File: src/rtl/cond_pkg.sv
// Shared constants for the execute-stage condition unit.
// Condition codes, NZCV bit positions and the E/M control bundle.
package cond_pkg;

  localparam logic [3:0] COND_EQ = 4'b0000;
  localparam logic [3:0] COND_NE = 4'b0001;
  localparam logic [3:0] COND_CS = 4'b0010;
  localparam logic [3:0] COND_CC = 4'b0011;
  localparam logic [3:0] COND_MI = 4'b0100;
  localparam logic [3:0] COND_PL = 4'b0101;
  localparam logic [3:0] COND_VS = 4'b0110;
  localparam logic [3:0] COND_VC = 4'b0111;
  localparam logic [3:0] COND_HI = 4'b1000;
  localparam logic [3:0] COND_LS = 4'b1001;
  localparam logic [3:0] COND_GE = 4'b1010;
  localparam logic [3:0] COND_LT = 4'b1011;
  localparam logic [3:0] COND_GT = 4'b1100;
  localparam logic [3:0] COND_LE = 4'b1101;
  localparam logic [3:0] COND_AL = 4'b1110;
  localparam logic [3:0] COND_NV = 4'b1111;

  localparam int FLAG_N = 3;
  localparam int FLAG_Z = 2;
  localparam int FLAG_C = 1;
  localparam int FLAG_V = 0;

  typedef struct packed {
    logic pcSrc;
    logic regWrite;
    logic memtoReg;
    logic memWrite;
  } em_ctrl_t;

endpackage

File: src/rtl/condcheck.sv
// Combinational ARM condition-field evaluator.
// Compares a 4-bit condition code against the NZCV flags.
module condcheck
  import cond_pkg::*;
(
  input  logic [3:0] Cond,
  input  logic [3:0] Flags,
  output logic       CondEx
);

  logic n, z, c, v, ge;

  assign n  = Flags[FLAG_N];
  assign z  = Flags[FLAG_Z];
  assign c  = Flags[FLAG_C];
  assign v  = Flags[FLAG_V];
  assign ge = (n == v);

  // Condition table; NV never executes.
  always_comb begin
    CondEx = 1'b0;
    unique case (Cond)
      COND_EQ: CondEx = z;
      COND_NE: CondEx = ~z;
      COND_CS: CondEx = c;
      COND_CC: CondEx = ~c;
      COND_MI: CondEx = n;
      COND_PL: CondEx = ~n;
      COND_VS: CondEx = v;
      COND_VC: CondEx = ~v;
      COND_HI: CondEx = c & ~z;
      COND_LS: CondEx = ~c | z;
      COND_GE: CondEx = ge;
      COND_LT: CondEx = ~ge;
      COND_GT: CondEx = ~z & ge;
      COND_LE: CondEx = z | ~ge;
      COND_AL: CondEx = 1'b1;
      COND_NV: CondEx = 1'b0;
    endcase
  end

endmodule

File: src/rtl/cond_unit_em.sv
// Execute-stage condition unit, NZCV register and E/M register.
// Gates side effects on condition/flush and forwards controls.
module cond_unit_em
  import cond_pkg::*;
(
  input  logic       clk,
  input  logic       reset,
  input  logic       PCSrcE,
  input  logic       RegWriteE,
  input  logic       MemtoRegE,
  input  logic       MemWriteE,
  input  logic       BranchE,
  input  logic [1:0] FlagWriteE,
  input  logic [3:0] CondE,
  input  logic [3:0] ALUFlags,
  input  logic       FlushE,
  output logic [3:0] Flags,
  output logic       CondExE,
  output logic       BranchTakenE,
  output logic       PCSrcM,
  output logic       RegWriteM,
  output logic       MemtoRegM,
  output logic       MemWriteM
);

  logic     kill;
  em_ctrl_t ctrlG;
  em_ctrl_t ctrlM;

  condcheck uCond (
    .Cond   (CondE),
    .Flags  (Flags),
    .CondEx (CondExE)
  );

  assign kill = FlushE | ~CondExE;

  assign BranchTakenE = BranchE & CondExE & ~FlushE;

  assign ctrlG.pcSrc    = PCSrcE & ~kill;
  assign ctrlG.regWrite = RegWriteE & ~kill;
  assign ctrlG.memtoReg = MemtoRegE & ~FlushE;
  assign ctrlG.memWrite = MemWriteE & ~kill;

  // NZCV register: two independently enabled halves.
  always_ff @(posedge clk or posedge reset) begin
    if (reset) begin
      Flags <= 4'b0000;
    end else if (!kill) begin
      if (FlagWriteE[1])
        Flags[FLAG_N:FLAG_Z] <= ALUFlags[FLAG_N:FLAG_Z];
      if (FlagWriteE[0])
        Flags[FLAG_C:FLAG_V] <= ALUFlags[FLAG_C:FLAG_V];
    end
  end

  // E/M register: memory never stalls, so load every edge.
  always_ff @(posedge clk or posedge reset) begin
    if (reset)
      ctrlM <= '0;
    else
      ctrlM <= ctrlG;
  end

  assign PCSrcM    = ctrlM.pcSrc;
  assign RegWriteM = ctrlM.regWrite;
  assign MemtoRegM = ctrlM.memtoReg;
  assign MemWriteM = ctrlM.memWrite;

endmodule
File: config.mk
export PLATFORM = sky130hd
export DESIGN_NAME = cond_unit_em
export DESIGN_NICKNAME = d
export VERILOG_FILES = /design/src/rtl/cond_pkg.sv /design/src/rtl/condcheck.sv /design/src/rtl/cond_unit_em.sv
export SDC_FILE = /design/constraint.sdc
export NUM_CORES = 1
export LEC_CHECK = 0
export BUFFER_PORTS_ARGS = -buffer_cell sky130_fd_sc_hd__buf_2
export CAP_MARGIN = 20
export CORE_AREA = 2 2 39 41
export DETAILED_ROUTE_END_ITERATION = 6
export DIE_AREA = 0 0 41 43
export GPL_TIMING_DRIVEN = 0
export PLACE_DENSITY = 0.66
export SLEW_MARGIN = 20
export SYNTH_ARGS = -nofsm -noshare
export SYNTH_HDL_FRONTEND = slang
export SYNTH_SLANG_ARGS = --single-unit
File: constraint.sdc
create_clock -name clk -period 3.55 [get_ports clk]
set_input_delay 0 -clock clk [delete_from_list [all_inputs] [get_ports clk]]
set_output_delay 0 -clock clk [all_outputs]
set_load 0.05 [all_outputs]
After elaboration in Yosys (flattened, before gate mapping):

Index checks and enable logic that the tools add are counted.

* multiplexer cells: 1
* bitwise logic cells: 19
* reduce and logical (&&, ||, !) cells: 3
* eq/ne operators: 16

Operator list (count)
* equality test 4 bit (second input constant): 8
* equality test 4 x 3 -> 1 bit (second input constant): 4
* one-hot mux 1 bit (16 select lines): 1
* AND 1 bit: 8
* equality test 4 x 2 -> 1 bit (second input constant): 2
* NOT 1 bit: 8
* equality test 4 x 1 -> 1 bit (second input constant): 1
* logical NOT 4 bit: 1
* AND reduction 2 bit: 2
* OR 1 bit: 3
* equality test 1 bit: 1

* output and inout port bits: 10
* bits in registers: 8
* logic and storage cells: 45
* input port bits: 18

Depth between registers and ports, before layout:

* depth after elaboration: 8
* depth in mapped cells: 7
* depth with buffers taken out: 6

Modules after synthesis:

Synthesis repeated with hierarchy kept, for this count alone.

* cell total of the unflattened synthesis: 44
* area total of the unflattened synthesis: 461.7 um2

Modules (own cells, without submodules)
* cond_unit_em: instances 1, area each 306.5 um2, cells an instance 21, sequential area each 200.2 um2
* condcheck: instances 1, area each 155.1 um2, cells an instance 23, sequential area each 0.0 um2

Worst setup path after synthesis:

OpenSTA, ideal clock, no wires.

* path type: register -> output
* from: register Flags[0]
* to: output BranchTakenE
* cell stages (with the launch flop): 7
* buffers on the path: 0
* arrival time: 2.307 ns
* slack: 1.243 ns
* required time: 3.550 ns
* cell sequence: dfrtp_1 -> xnor2_1 -> nand3b_1 -> a31o_2 -> a21oi_1 -> nor2_1 -> nor2b_1

* longest elaborated chain between the ends: 6
* elaborated cells between the ends (all ways): 8
* those cells by class: 1 x eq/ne; 1 x mux; 6 x bitwise

Ends and longest elaborated chain
* start, declared: line cond_unit_em.sv:17 `output logic [3:0] Flags,`
* start signal, assigned by index: line cond_unit_em.sv:51 `Flags[FLAG_N:FLAG_Z] <= ALUFlags[FLAG_N:FLAG_Z];`
* start signal, assigned by index: line cond_unit_em.sv:53 `Flags[FLAG_C:FLAG_V] <= ALUFlags[FLAG_C:FLAG_V];`
* equality test 1 bit: line condcheck.sv:17 `assign ge = (n == v);`
* NOT 1 bit: line condcheck.sv:34, condcheck.sv:36
* OR 1 bit: line condcheck.sv:36 `COND_LE: CondEx = z | ~ge;`
* one-hot mux 1 bit (16 select lines) (*): line condcheck.sv:22 `unique case (Cond)`
* AND 1 bit (*) (2 in series): line cond_unit_em.sv:38 `assign BranchTakenE = BranchE & CondExE & ~FlushE;`
* end, declared: line cond_unit_em.sv:19 `output logic BranchTakenE,`

Every way passes the cells marked *; elsewhere a longest branch is shown, timed or not.

Worst setup path in the final report:

Ends and elaborated chain as after synthesis.

==> results.toml <==
[pwr]
p_leak_nw = 0.365
switching_share_pct = 49.6
combPwrFrac_pct = 56.8
power_switching_mw = 0.248
p_per_area_nw_per_um2 = 662
p_int_mw = 0.252
pwr-share-clk_pct = 13.4
pwr-share-seq_pct = 29.9
irDropWorstVdd_mv = 0.377

[detailed_routing]
drt-vias-per-instance = 4.78
wire_per_inst_um = 10.9
drc = 0
wl_um = 1120
drt_iter0_markers = 5
ant_nets = 0
drtPass1Iterations = 2
vias = 488

[die]
dieWidth_um = 41
fp-row-count = 14
initial_utilization_pct = 34.9
die_h_um = 43
coreArea_sq_um = 1380
io_pins = 28
die-area_sq_um = 1760

[global_route]
grt_remaining_overflow = 0
grt_busiest_layer = "met2"
grt_pass1_wl_um = 1850
grt_usage_pct = 15.3
first_global_vias = 505
gr-usage-met3_pct = 2.09
antenna_found_initial = 0
grt_use_met1_pct = 17.8
grt_max_degree = 9
grt_use_met2_pct = 25.3

[worst_setup_path]
path_depth = 7
cp-startpoint = "Flags[0]$_DFFE_PP0P_"
worstReg2RegEnd = "Flags[1]$_DFFE_PP0P_"
crit_path_top_delay_cell = "dfrtp_1"
cp-end-kind = "output pin"
path_class = "reg2out"
slowest_delay_ns = 0.41
path_delay_family = "multiplexers"
worstPathMaxFanout = 4
cp-endpoint = "BranchTakenE"
worst_ep_arrival_time_ns = 2.12
ff2ff_setup_slack_ns = 1.66
critPathRequiredTime_ns = 3.55
reg2regPathDepth = 6
path_cells = "mux2i_1, mux2i_1, a31oi_1, a211oi_2, nor2_1, nor2b_1, buf_2"
crit_top_cell = "mux2i_1"
path_buf_inv = 1
r2r_start = "Flags[0]$_DFFE_PP0P_"
cp-start-kind = "flop"

[sta]
final_hold_viol_count = 0
min_period_over_period_pct = 59.6
timing.slew.headroom_pct = 76.9
max_freq_ghz = 0.472
finClkSkew_ns = 0.00160
post-route-min-period_ns = 2.12
finalSetupTns_ns = 0
finalSetupViolCount = 0
setup_slack_ns = 1.43
slew_violations = 0
rsz0062_at_grt = "false"
worst_pin_slew_ns = 0.345

[final_layout]
area_growth_pct = 56.5
drive_gt1_share_pct = 40.7
diodes = 0
mostFrequentLayoutCell = "buf_2"
final_nets = 106
layout_common_cells = "buf_2, dlygate4sd3_1, dfrtp_1, nor2b_1, mux2_1"

[synth]
netlist_area_sq_um = 483
ys_types = 20
syn-num-nets = 65
ys_warn_count = 0
syn_avg_cell_area_sq_um = 10.3
yosysSeqAreaShare_pct = 41.5
yosys_register_bits = 8
syn_inst = 47

[placed_design]
place_congestion = 0.701
hpwlAfterDp_um = 804
pre_cts_ws_ns = 1.66
portBuffers = 26

[min_path]
hp-class = "in2reg"
hold_start = "FlagWriteE[1]"

[outcome]
status = "finished clean"

[cts]
cts_tree = "yes"
htreeDepth = 1
clkLatencyLatePin_ns = 0.25
clock_tree.buffer_depth = 2
numCtsBuffers = 3
clkTransAtPathRegs_ns = 0.05
postCtsSetupBuffers = 0
clockRootBuffer = "clkbuf_4"
clock-sinks = 8

[run]
max-cap-violations = 0
## synthesized netlist by cell type
cell	count	area, sq um
a32oi_1	1	8.76
nand2b_1	1	6.26
nand3b_1	3	22.5
o21ai_2	2	17.5
nor3_1	1	5.00
mux2i_1	2	20.0
a31oi_1	2	12.5
a31o_2	2	17.5
nor2_1	3	11.3
a21oi_1	2	10.0
xnor2_1	2	17.5
or3b_1	1	8.76
nand2_1	3	11.3
dfrtp_1	8	200
nand4_1	1	6.26
inv_1	2	7.51
buf_6	1	11.3
a211oi_2	1	12.5
mux2_1	4	45.0
nor2b_1	5	31.3
## per-layer routing
metal	share of wire, %	wire length, um	vias to the layer above
li1	-	-	246
met3	7.7	86	3
met4	1.5	17	0
met2	48	534	22
met1	43	478	217
met5	0	0	-
## final cells by class
cell class                 instances  area [sq um]
fill                             132           628
multi-input combinational         36           264
timing repair buffer              36           230
sequential                         8           200
clock buffer                       3          22.5
tap                               16          20.0
buffer                             1          11.3
inverter                           2          7.51
## flip-flops by register name, summed over array words and instances (netlist names)
register	cells
Flags	4
MemWriteM	1
MemtoRegM	1
RegWriteM	1
PCSrcM	1
## kinds of logic after synthesis
| logic type | share of synthesized area, % |
|---|---|
| AO/OA/AOI/OAI | 16.3 |
| XOR/XNOR | 3.63 |
| buffers and inverters | 3.89 |
| flip-flops | 41.5 |
| multiplexers | 13.5 |
| AND/OR/NAND/NOR | 21.2 |
## worst min-delay path by stage
stage | endpoint | slack, ns | cells past startpoint
6_report | Flags[3]$_DFFE_PP0P_ | 0.08 | 3
5_1_grt | Flags[3]$_DFFE_PP0P_ | 0.09 | 3
4_1_cts | Flags[3]$_DFFE_PP0P_ | 0.08 | 3
3_5_place_dp | Flags[3]$_DFFE_PP0P_ | -0.04 | 2
3_3_place_gp | Flags[0]$_DFFE_PP0P_ | -0.04 | 2
2_1_floorplan | Flags[0]$_DFFE_PP0P_ | -0.18 | 1
## worst register-to-register path: stages, from the launching register on
cell      delay, ns
dfrtp_1        0.41
mux2i_1        0.22
mux2i_1        0.26
a31oi_1        0.08
a211oi_2       0.36
o21ai_2        0.13
mux2_1         0.32
## power groups by stage
| stage | clock network [mW] | logic [mW] | registers (mW) |
|---|---|---|---|
| 5_1_grt | 0.0719 | 0.306 | 0.154 |
| 6_report | 0.0669 | 0.284 | 0.149 |
| 3_3_place_gp | 0 | 0.275 | 0.149 |
| 3_5_place_dp | 0 | 0.277 | 0.150 |
| 2_1_floorplan | 0 | 0.115 | 0.248 |
| 4_1_cts | 0.0688 | 0.286 | 0.148 |
## repair_timing
action,CTS,global route
hold buffers,10,0
endpoints found under the hold margin,16,0
gates resized for setup,0,0
endpoints found under the setup margin,0,0
## through the flow
step	util (%)	std cells	hold WS [ns]	total power [mW]	area [sq um]
2_1_floorplan	-	47	-0.184	0.363	483
6_report	54.6	102	0.0807	0.500	756
5_1_grt	54.6	102	0.0901	0.532	756
3_5_place_dp	45.8	89	-0.0397	0.427	633
3_3_place_gp	45.8	89	-0.0447	0.423	633
4_1_cts	54.6	102	0.0811	0.503	756
Note: power is estimated with default switching activity, not from simulation.
